**src/rtl/traffic_light_ctrl.sv**
```systemverilog
// Traffic-light phase controller: green/yellow/red with BCD countdown, tick prescaler,
// pedestrian shortening, hold/freeze and night flashing mode.
module traffic_light_ctrl #(
   parameter int unsigned CLK_DIV     = 50000000,
   parameter int unsigned GREEN_TIME  = 42,
   parameter int unsigned YELLOW_TIME = 3,
   parameter int unsigned RED_TIME    = 36,
   parameter int unsigned PED_MIN     = 5
) (
   input  logic       clk,
   input  logic       rstn,
   input  logic       ped_req,
   input  logic       hold,
   input  logic       night,
   output logic       led_red,
   output logic       led_yellow,
   output logic       led_green,
   output logic [1:0] phase,
   output logic [3:0] bcd_tens,
   output logic [3:0] bcd_ones,
   output logic       blank
);

   typedef enum logic [1:0] {
      GREEN  = 2'b00,
      YELLOW = 2'b01,
      RED    = 2'b10,
      FLASH  = 2'b11
   } phase_t;

   function automatic logic [7:0] to_bcd(input int unsigned v);
      return {4'(v / 10), 4'(v % 10)};
   endfunction

   function automatic logic [7:0] bcd_dec(input logic [7:0] c);
      if (c[3:0] == 4'd0) return {c[7:4] - 4'd1, 4'd9};
      else                return {c[7:4], c[3:0] - 4'd1};
   endfunction

   localparam int unsigned PW = (CLK_DIV > 1) ? $clog2(CLK_DIV) : 1;
   localparam logic [PW-1:0] PRESC_LAST = PW'(CLK_DIV - 1);
   localparam logic [7:0] GREEN_BCD  = to_bcd(GREEN_TIME);
   localparam logic [7:0] YELLOW_BCD = to_bcd(YELLOW_TIME);
   localparam logic [7:0] RED_BCD    = to_bcd(RED_TIME);
   localparam logic [7:0] PED_BCD    = to_bcd(PED_MIN);

   phase_t          state;
   logic [7:0]      count;
   logic [PW-1:0]   presc;
   logic            ped_pending;
   logic            flash_tog;
   logic            tick;

   assign tick     = !hold && (presc == PRESC_LAST);
   assign phase    = state;
   assign bcd_tens = count[7:4];
   assign bcd_ones = count[3:0];

   always_ff @(posedge clk or negedge rstn) begin
      if (!rstn) begin
         state       <= GREEN;
         count       <= GREEN_BCD;
         presc       <= '0;
         ped_pending <= 1'b0;
         flash_tog   <= 1'b0;
         blank       <= 1'b0;
         led_green   <= 1'b1;
         led_yellow  <= 1'b0;
         led_red     <= 1'b0;
      end else begin
         if (!hold)
            presc <= (presc == PRESC_LAST) ? '0 : presc + PW'(1);

         if (ped_req && (state == GREEN || state == YELLOW))
            ped_pending <= 1'b1;

         // Later clears of ped_pending in this block override the set above.
         if (tick) begin
            if (state == FLASH) begin
               if (night) begin
                  flash_tog  <= ~flash_tog;
                  led_yellow <= ~flash_tog;
               end else begin
                  state       <= RED;
                  count       <= RED_BCD;
                  blank       <= 1'b0;
                  flash_tog   <= 1'b0;
                  ped_pending <= 1'b0;
                  led_red     <= 1'b1;
                  led_yellow  <= 1'b0;
                  led_green   <= 1'b0;
               end
            end else if (night) begin
               state       <= FLASH;
               count       <= '0;
               blank       <= 1'b1;
               flash_tog   <= 1'b1;
               ped_pending <= 1'b0;
               led_red     <= 1'b0;
               led_yellow  <= 1'b1;
               led_green   <= 1'b0;
            end else if (count == '0) begin
               case (state)
                  GREEN: begin
                     state      <= YELLOW;
                     count      <= YELLOW_BCD;
                     led_green  <= 1'b0;
                     led_yellow <= 1'b1;
                  end
                  YELLOW: begin
                     state       <= RED;
                     count       <= RED_BCD;
                     ped_pending <= 1'b0;
                     led_yellow  <= 1'b0;
                     led_red     <= 1'b1;
                  end
                  default: begin
                     state     <= GREEN;
                     count     <= GREEN_BCD;
                     led_red   <= 1'b0;
                     led_green <= 1'b1;
                  end
               endcase
            end else if (state == GREEN && ped_pending && count > PED_BCD) begin
               count <= PED_BCD;
            end else begin
               count <= bcd_dec(count);
            end
         end
      end
   end

endmodule

```
**config.mk**
```make
export PLATFORM = sky130hd
export DESIGN_NAME = traffic_light_ctrl
export DESIGN_NICKNAME = d
export VERILOG_FILES = /design/src/rtl/traffic_light_ctrl.sv
export SDC_FILE = /design/constraint.sdc
export NUM_CORES = 1
export LEC_CHECK = 0
export CAP_MARGIN = 0
export CORE_ASPECT_RATIO = 0.8
export CORE_UTILIZATION = 42
export CTS_BUF_LIST = sky130_fd_sc_hd__clkbuf_8
export DETAILED_ROUTE_END_ITERATION = 10
export PLACE_DENSITY = 0.7
export REMOVE_ABC_BUFFERS = 1
export SYNTH_ARGS = -nofsm -noshare
export SYNTH_HDL_FRONTEND = slang
export SYNTH_SLANG_ARGS = --single-unit
```
**constraint.sdc**
```tcl
create_clock -name clk -period 6.4 [get_ports clk]
set_clock_uncertainty 0.1 [all_clocks]
set_input_delay 1.28 -clock clk [delete_from_list [all_inputs] [get_ports clk]]
set_output_delay 1.28 -clock clk [all_outputs]
set_load 0.02 [all_outputs]
```
# --- Yosys cells after proc, flatten, opt, wreduce, memory -nomap -nowiden ---
# Index checks and enable logic that the tools add are counted.
totals:
  inputBits: 5
  register_bits: 42
op_classes:
  addsub: 3
  n_eq_ne: 6
  n_bitwise: 1
  n_reduce_logical: 21
  order_cmp: 1
  mux: 38
ops:
  columns: ["operator", "n"]
  rows:
  - ["$mux 8", 6]
  - ["$add 26x1->26 const B", 1]
  - ["$eq 26x26->1 const B", 1]
  - ["$mux 26", 1]
  - ["$mux 1", 22]
  - ["$pmux 7 s2", 1]
  - ["$reduce_and 3->1", 4]
  - ["$gt 8x3->1 const B", 1]
  - ["$logic_not 8->1", 1]
  - ["$mux 2", 4]
  - ["$reduce_and 4->1", 2]
  - ["$sub 4x1->4 const B", 2]
  - ["$ne 3x2->1 const B", 2]
  - ["$pmux 1 s2", 3]
  - ["$reduce_bool 5->1", 1]
  - ["$logic_and 1x1->1", 4]
  - ["$logic_not 4->1", 1]
  - ["$pmux 2 s2", 1]
  - ["$reduce_and 2->1", 2]
  - ["$reduce_bool 4->1", 1]
  - ["$reduce_bool 3->1", 1]
  - ["$eq 2x1->1 const B", 1]
  - ["$eq 2x2->1 const B", 1]
  - ["$logic_not 2->1", 1]
  - ["other kinds (5)", 5]

# --- Logic depth before layout (Yosys ltp) ---
# Gate-level depths: netlist of run 1.
logic_depth:
  ltp_word: 9
  mapped_depth: 9

# --- Worst setup path before layout of run 1 ---
# OpenSTA, ideal clock, no wires.
synth_timing:
  kind: "input port to flip-flop"
  startpoint: "input port hold"
  endpoint: "register presc[17]"
  setup_slack_ns: 3.651
  n_path_buf: 1
  setup_time_ns: 0.121
  path_stages: 7
  arrival_ns: 2.528
  cell_sequence: "nand4b_1 nor3_1 and3_1 clkbuf_1 and4_1 xnor2_1 nor2_1"
synth_rtl:
  columns: ["element", "line_no", "source"]
  rows:
  - ["start: declaration", "13", "input logic hold,"]
  - ["end signal: assignment", "72", "presc <= (presc == PRESC_LAST) ? '0 : presc + PW'(1);"]
  - ["end: declaration", "49", "logic [PW-1:0] presc;"]

# --- Worst setup path after layout of run 1 ---
layout_timing:
  startpoint: "input port night"
  endpoint: "register count[7]"
layout_via:
  elab_chain_cells: 2
  elab_cells_between_ends: 5
  cone_classes: "eq/ne (1); mux (2); reduce/logical (2)"
layout_rtl:
  columns: ["element", "line_no", "source"]
  rows:
  - ["start: declaration", "14", "input logic night,"]
  - ["$reduce_bool 5->1 (no line), or another cell as far along", null, null]
  - ["$reduce_and 3->1 (no line) / $mux 8 (equally long branches)", null, null]
  - ["end signal: assignment", "127", "count <= bcd_dec(count);"]
  - ["end: declaration", "48", "logic [7:0] count;"]
# Several ways; a longest one is shown, not always the timed one.
# A chain may end at the register's enable or synchronous reset.

==> results of run 1 <==
==> flip-flops by register name, summed over array words and instances, names as in the netlist <==
register / flops
flash_tog: 1
blank: 1
count: 8
ped_pending: 1
presc: 26
led_yellow: 1
led_red: 1
phase: 2
led_green: 1
==> power groups by stage <==
stage | sequential [mW] | clock, mW | combinational, mW
after floorplan | 0.303 | 0 | 0.0281
after global placement | 0.306 | 0 | 0.0408
after detailed placement | 0.307 | 0 | 0.0417
after CTS | 0.302 | 0.221 | 0.0418
after global routing | 0.305 | 0.237 | 0.0471
final | 0.303 | 0.215 | 0.0412
==> cells by family (layout without fill, tap and decap cells) <==
family | count (synthesis) | after routing | synth area share (%)
compound gates | 40 | 40 | 10.3
mux | 5 | 5 | 2.29
buf+inv | 21 | 40 | 3.57
flops | 42 | 42 | 44.9
simple gates | 116 | 116 | 26.2
xor+xnor | 23 | 23 | 8.57
fa+ha+maj | 8 | 8 | 4.15
==> cell usage after synthesis (2+ instances only) <==
cell,instances,area share (%)
dfrtp_1,39,42
nor2_1,35,5.6
nand2_1,22,3.5
xnor2_1,15,5.6
inv_1,14,2.2
nand3_1,13,2.8
o21ai_0,13,2.8
a21oi_1,10,2.1
nand4_1,9,2.4
nor3_1,8,1.7
xor2_1,8,3.0
ha_1,7,3.7
a31oi_1,6,1.6
clkbuf_1,5,0.80
and3_1,4,1.1
and2_1,3,0.80
and4_1,3,1.1
dfstp_2,3,3.4
mux2_2,3,1.4
nor2b_1,3,0.80
mux2i_1,2,0.85
nand4b_1,2,0.75
nor4_1,2,0.53
o311ai_0,2,0.75
==> worst max-delay path, stage by stage <==
cell and delay, ns:
clkdlybuf4s50_1 0.61, ha_1 0.33, nor4_4 0.72, o21ai_0 0.27, o21ai_0 0.22, nand2_1 0.06
==> layer usage <==
metal	share of wire [%]	vias to the layer above	GRT usage (%)
li1	-	932	-
met1	53	865	26.4
met2	43	39	25.9
met3	4.3	2	5.60
met4	0.23	0	4.58
met5	0	-	0
==> stage by stage <==
stage | hold WS, ns | worst slack, ns | instances | utilization [%]
after floorplan | 0.359 | 3.61 | 248 | -
after global placement | 0.387 | 2.81 | 341 | 49.7
after detailed placement | 0.386 | 2.72 | 341 | 49.7
after CTS | 0.400 | 3.02 | 349 | 51.9
after global routing | 0.417 | 2.79 | 349 | 51.9
final | 0.394 | 2.97 | 349 | 51.9
==> layout make-up <==
type | instances | area share, %
Multi-Input combinational cell | 192 | 44.8
Sequential cell | 42 | 39.0
Timing Repair Buffer | 18 | 6.48
Tap cell | 75 | 3.47
Clock buffer | 6 | 3.05
Inverter | 14 | 1.94
Clock inverter | 2 | 1.25
==> final timing paths <==
path                       cells past startpoint  slack [ns]                    end
max                                            6        2.97   count[7]$_DFFE_PN0P_
min                                            1        0.39   presc[6]$_DFFE_PN0N_
max reg2reg                                    6        3.60   count[7]$_DFFE_PN0P_
min reg2reg                                    1        0.39   presc[6]$_DFFE_PN0N_
max in group asynchronous                      1        4.60   count[4]$_DFFE_PN0P_
min in group asynchronous                      1        1.01  presc[25]$_DFFE_PN0N_
==> results.yml, run 1 <==
synthesis:
  synth_flop_cell: "dfrtp_1"
  synth_area_sq_um: 2350
  synth_edf_count: 0
  ys_seq_area_share_pct: 44.9
  ys_ff_latch: 42
  ys_warn_count: 0
  synth_cell_types: 48
  async_reset_ff_share_pct: 100
  synthCells: 255
  avgSynthCellArea_sq_um: 9.22
clock_network:
  clockBufferDepth: 2
  hold_buffers: 0
  numClockSinks: 42
  cts_buffers: 5
  cts_tree: "done"
  root_buffer: "clkbuf_8"
  htreeDepth: 2
  cts_resized: 0
  clkTransAtPathRegs_ns: 0.08
  cts_setup_buffers: 0
  clk_latency_ns: 0.29
global_route:
  grt_pass1_vias: 1672
  grt.overflow.total: 0
  grt_max_degree: 43
  grt_pass1_wl_mm: 8.10
  track_usage_pct: 18.1
  antenna_found_initial: 0
drt:
  first_iter_violations: 181
  first_pass_iters: 4
  post_drt_wl_per_cell_microns: 13.9
  routed_wl_mm: 4.86
  drc: 0
  ant_nets: 0
  via_count: 1838
  viasPerCell: 5.27
pwr:
  power_switching_uw: 132
  peakVddDrop_mv: 0.152
  p_comb_share_pct: 7.4
  power_frac_clock_pct: 38.4
  sw_frac_of_total_pct: 23.7
  p_leak_nw: 1.16
  internal-power_uw: 426
  seq_power_share_pct: 54.2
  power_uw: 559
  power.density_nw_per_um2: 206
place:
  place_congestion: 0.818
  dp_hpwl_mm: 3.38
  io_buffers: 18
  postPlaceCellArea_sq_um: 2590
floorplan:
  die_area_sq_um: 5900
  core-area_sq_um: 5210
  die_w_microns: 85.7
  row_count: 23
  start_util_pct: 45.1
  io_pins: 19
  die_y_microns: 68.9
layout:
  diodes: 0
  layout_common_cells: "dfrtp_1, nor2_1, nand2_1"
  multi_input_area_sq_um: 1210
  seq_area_sq_um: 1050
  fillerInstances: 473
  nets: 285
  area_growth_pct: 15.1
  drive_gt1_share_pct: 6.93
  stdcell_area_sq_um: 2710
  final_common_cell: "dfrtp_1"
sta:
  fin_crit_sh_pct: 53.6
  hold_viol_final: 0
  fin_crit_ns: 3.43
  drv_slew: 0
  setup_tns_ns: 0
  rsz0062_at_grt: "false"
  worstMarginPinSlew_ns: 0.928
  setup_violations: 0
  maxSlewHeadroom_pct: 38.1
  max_freq_ghz: 0.291
critical_path:
  cp_max_fo: 15
  cp-start-kind: "input pin"
  r2r-start: "presc[8]$_DFFE_PN0N_"
  required_ns: 6.48
  cp.arrival_ns: 3.51
  end_kind: "flop"
  critical_path.startpoint: "night"
  critPathKind: "in2reg"
worst_hold_path:
  hold_start: "presc[6]$_DFFE_PN0N_"
  hold_path.class: "reg2reg"
status:
  status: "complete, no violations"
run:
  cap_viol_max_count: 0
No activity file was read; power rests on OpenSTA's default activity.
==> run 2, diff against run 1 <==
clock period = 3.2 ns   (was 6.4 ns; I/O delays follow)
==> results.yml, run 2 (synthesized netlist as in run 1, its figures left out) <==
critical_path:
  critPathKind: "reg2reg"
  r2r_end: "count[0]$_DFFE_PN0P_"
  cp.arrival_ns: 2.71
  cp_max_fo: 11
  end_kind: "flop"
  reg2reg_slack_ns: 0.55
  cp-start-kind: "flop"
  r2r-start: "count[4]$_DFFE_PN0P_"
  required_ns: 3.26
  r2r_cells: 7
drt:
  viasPerCell: 5.29
  first_iter_violations: 164
  drc: 0
  routed_wl_mm: 4.87
  first_pass_iters: 4
  ant_nets: 0
  post_drt_wl_per_cell_microns: 13.7
  via_count: 1878
pwr:
  power_frac_clock_pct: 37.1
  seq_power_share_pct: 55.1
  peakVddDrop_mv: 0.321
  p_leak_nw: 1.19
  power_mw: 1.09
  p_comb_share_pct: 7.8
  internal-power_uw: 830
  power.density_nw_per_um2: 400
  sw_frac_of_total_pct: 24.2
  power_switching_uw: 265
layout:
  final_common_cell: "dfrtp_1"
  stdcell_count: 355
  regMostFlops: "presc"
  stdcell_area_sq_um: 2740
  drive_gt1_share_pct: 8.57
  layout_common_cells: "dfrtp_1, nor2_1, nand2_1"
  area_growth_pct: 16.6
  diodes: 0
  nets: 291
  largest_reg_flops: 26
worst_hold_path:
  hold_path.class: "in2async"
floorplan:
  die_y_microns: 68.9
  core-area_sq_um: 5210
  io_pins: 19
  start_util_pct: 45.1
  die_area_sq_um: 5900
  row_count: 23
  die_w_microns: 85.7
clock_network:
  hold_buffers: 0
  cts_setup_buffers: 0
  cts_resized: 0
  htreeDepth: 2
  numClockSinks: 42
  root_buffer: "clkbuf_8"
  cts_buffers: 5
  cts_tree: "done"
  clkTransAtPathRegs_ns: 0.08
  clk_latency_ns: 0.29
  clockBufferDepth: 2
sta:
  rsz0062_at_grt: "false"
  fin_crit_ns: 2.65
  timing.hold.ws_ns: 0.390
  setup_violations: 0
  maxSlewHeadroom_pct: 37.2
  setup_tns_ns: 0
  hold_viol_final: 0
  fin_crit_sh_pct: 82.8
  worstMarginPinSlew_ns: 0.942
  max_freq_ghz: 0.377
  drv_slew: 0
global_route:
  grt_max_degree: 43
  antenna_found_initial: 0
  use_met3_pct: 3.45
  grt_pass1_vias: 1762
  use_met2_pct: 27.9
  grt.overflow.total: 0
  track_usage_pct: 18.8
  grt_busiest_layer: "met2"
  grtUsageMet1_pct: 27.8
  grt_pass1_wl_mm: 8.55
status:
  status: "complete, no violations"
place:
  io_buffers: 18
  dp_hpwl_mm: 3.47
  post-place-cells: 347
  place_congestion: 0.823
  postPlaceCellArea_sq_um: 2630
run:
  cap_viol_max_count: 0
run 2: changes by cell type in the layout (fill, tap and decap cells not counted):
| cell | change |
|---|---|
| buf_4 | +6 |
| clkbuf_8 | -1 |
| inv_1 | +1 |
run 2: worst max path at each step:
stage                               from                   end  slack [ns]  depth (start not counted)
floorplan           presc[8]$_DFFE_PN0N_   led_red$_DFFE_PN0P_        0.75                          6
global placement                    hold   led_red$_DFFE_PN0P_        0.47                          6
detailed placement                  hold   led_red$_DFFE_PN0P_        0.41                          6
CTS                 presc[8]$_DFFE_PN0N_   led_red$_DFFE_PN0P_        0.58                          6
global route        count[4]$_DFFE_PN0P_  count[0]$_DFFE_PN0P_        0.27                          7
finish              count[4]$_DFFE_PN0P_  count[0]$_DFFE_PN0P_        0.55                          7
run 2: area by class of cell:
class	count	area [sq um]
clock inverters	3	37.5
well taps	75	93.8
flip-flops and latches	42	1050
repair buffers	24	220
fillers	477	2470
clock buffers	5	68.8
inverters	14	52.6
multi-input cells	192	1210
run 2: power groups by stage:
stage | clock (mW) | combinational, mW | sequential, mW
2_1_floorplan | 0 | 0.0561 | 0.605
3_3_place_gp | 0 | 0.0819 | 0.613
3_5_place_dp | 0 | 0.0857 | 0.613
4_1_cts | 0.421 | 0.0871 | 0.603
5_1_grt | 0.442 | 0.0961 | 0.609
6_report | 0.406 | 0.0858 | 0.603
run 2: through the flow:
stage                     worst slack (ns)  utilization [%]
after floorplan                      0.748                -
after global placement               0.473             50.6
after detailed placement             0.407             50.6
after CTS                            0.584             52.6
after global routing                 0.265             52.6
final                                0.549             52.6
run 2: routing by layer:
layer,vias to the layer above,routed length (microns)
li1,943,-
met1,879,2600
met2,51,1970
met3,5,239
met4,0,57
met5,-,0
run 2: critical path, cell delays in order, from the launching register on:
cell      delay, ns
dfrtp_1        0.43
inv_1          0.10
ha_1           0.20
or3b_2         0.47
o311ai_0       0.38
a31oi_1        0.25
o311ai_0       0.46
mux2i_1        0.14
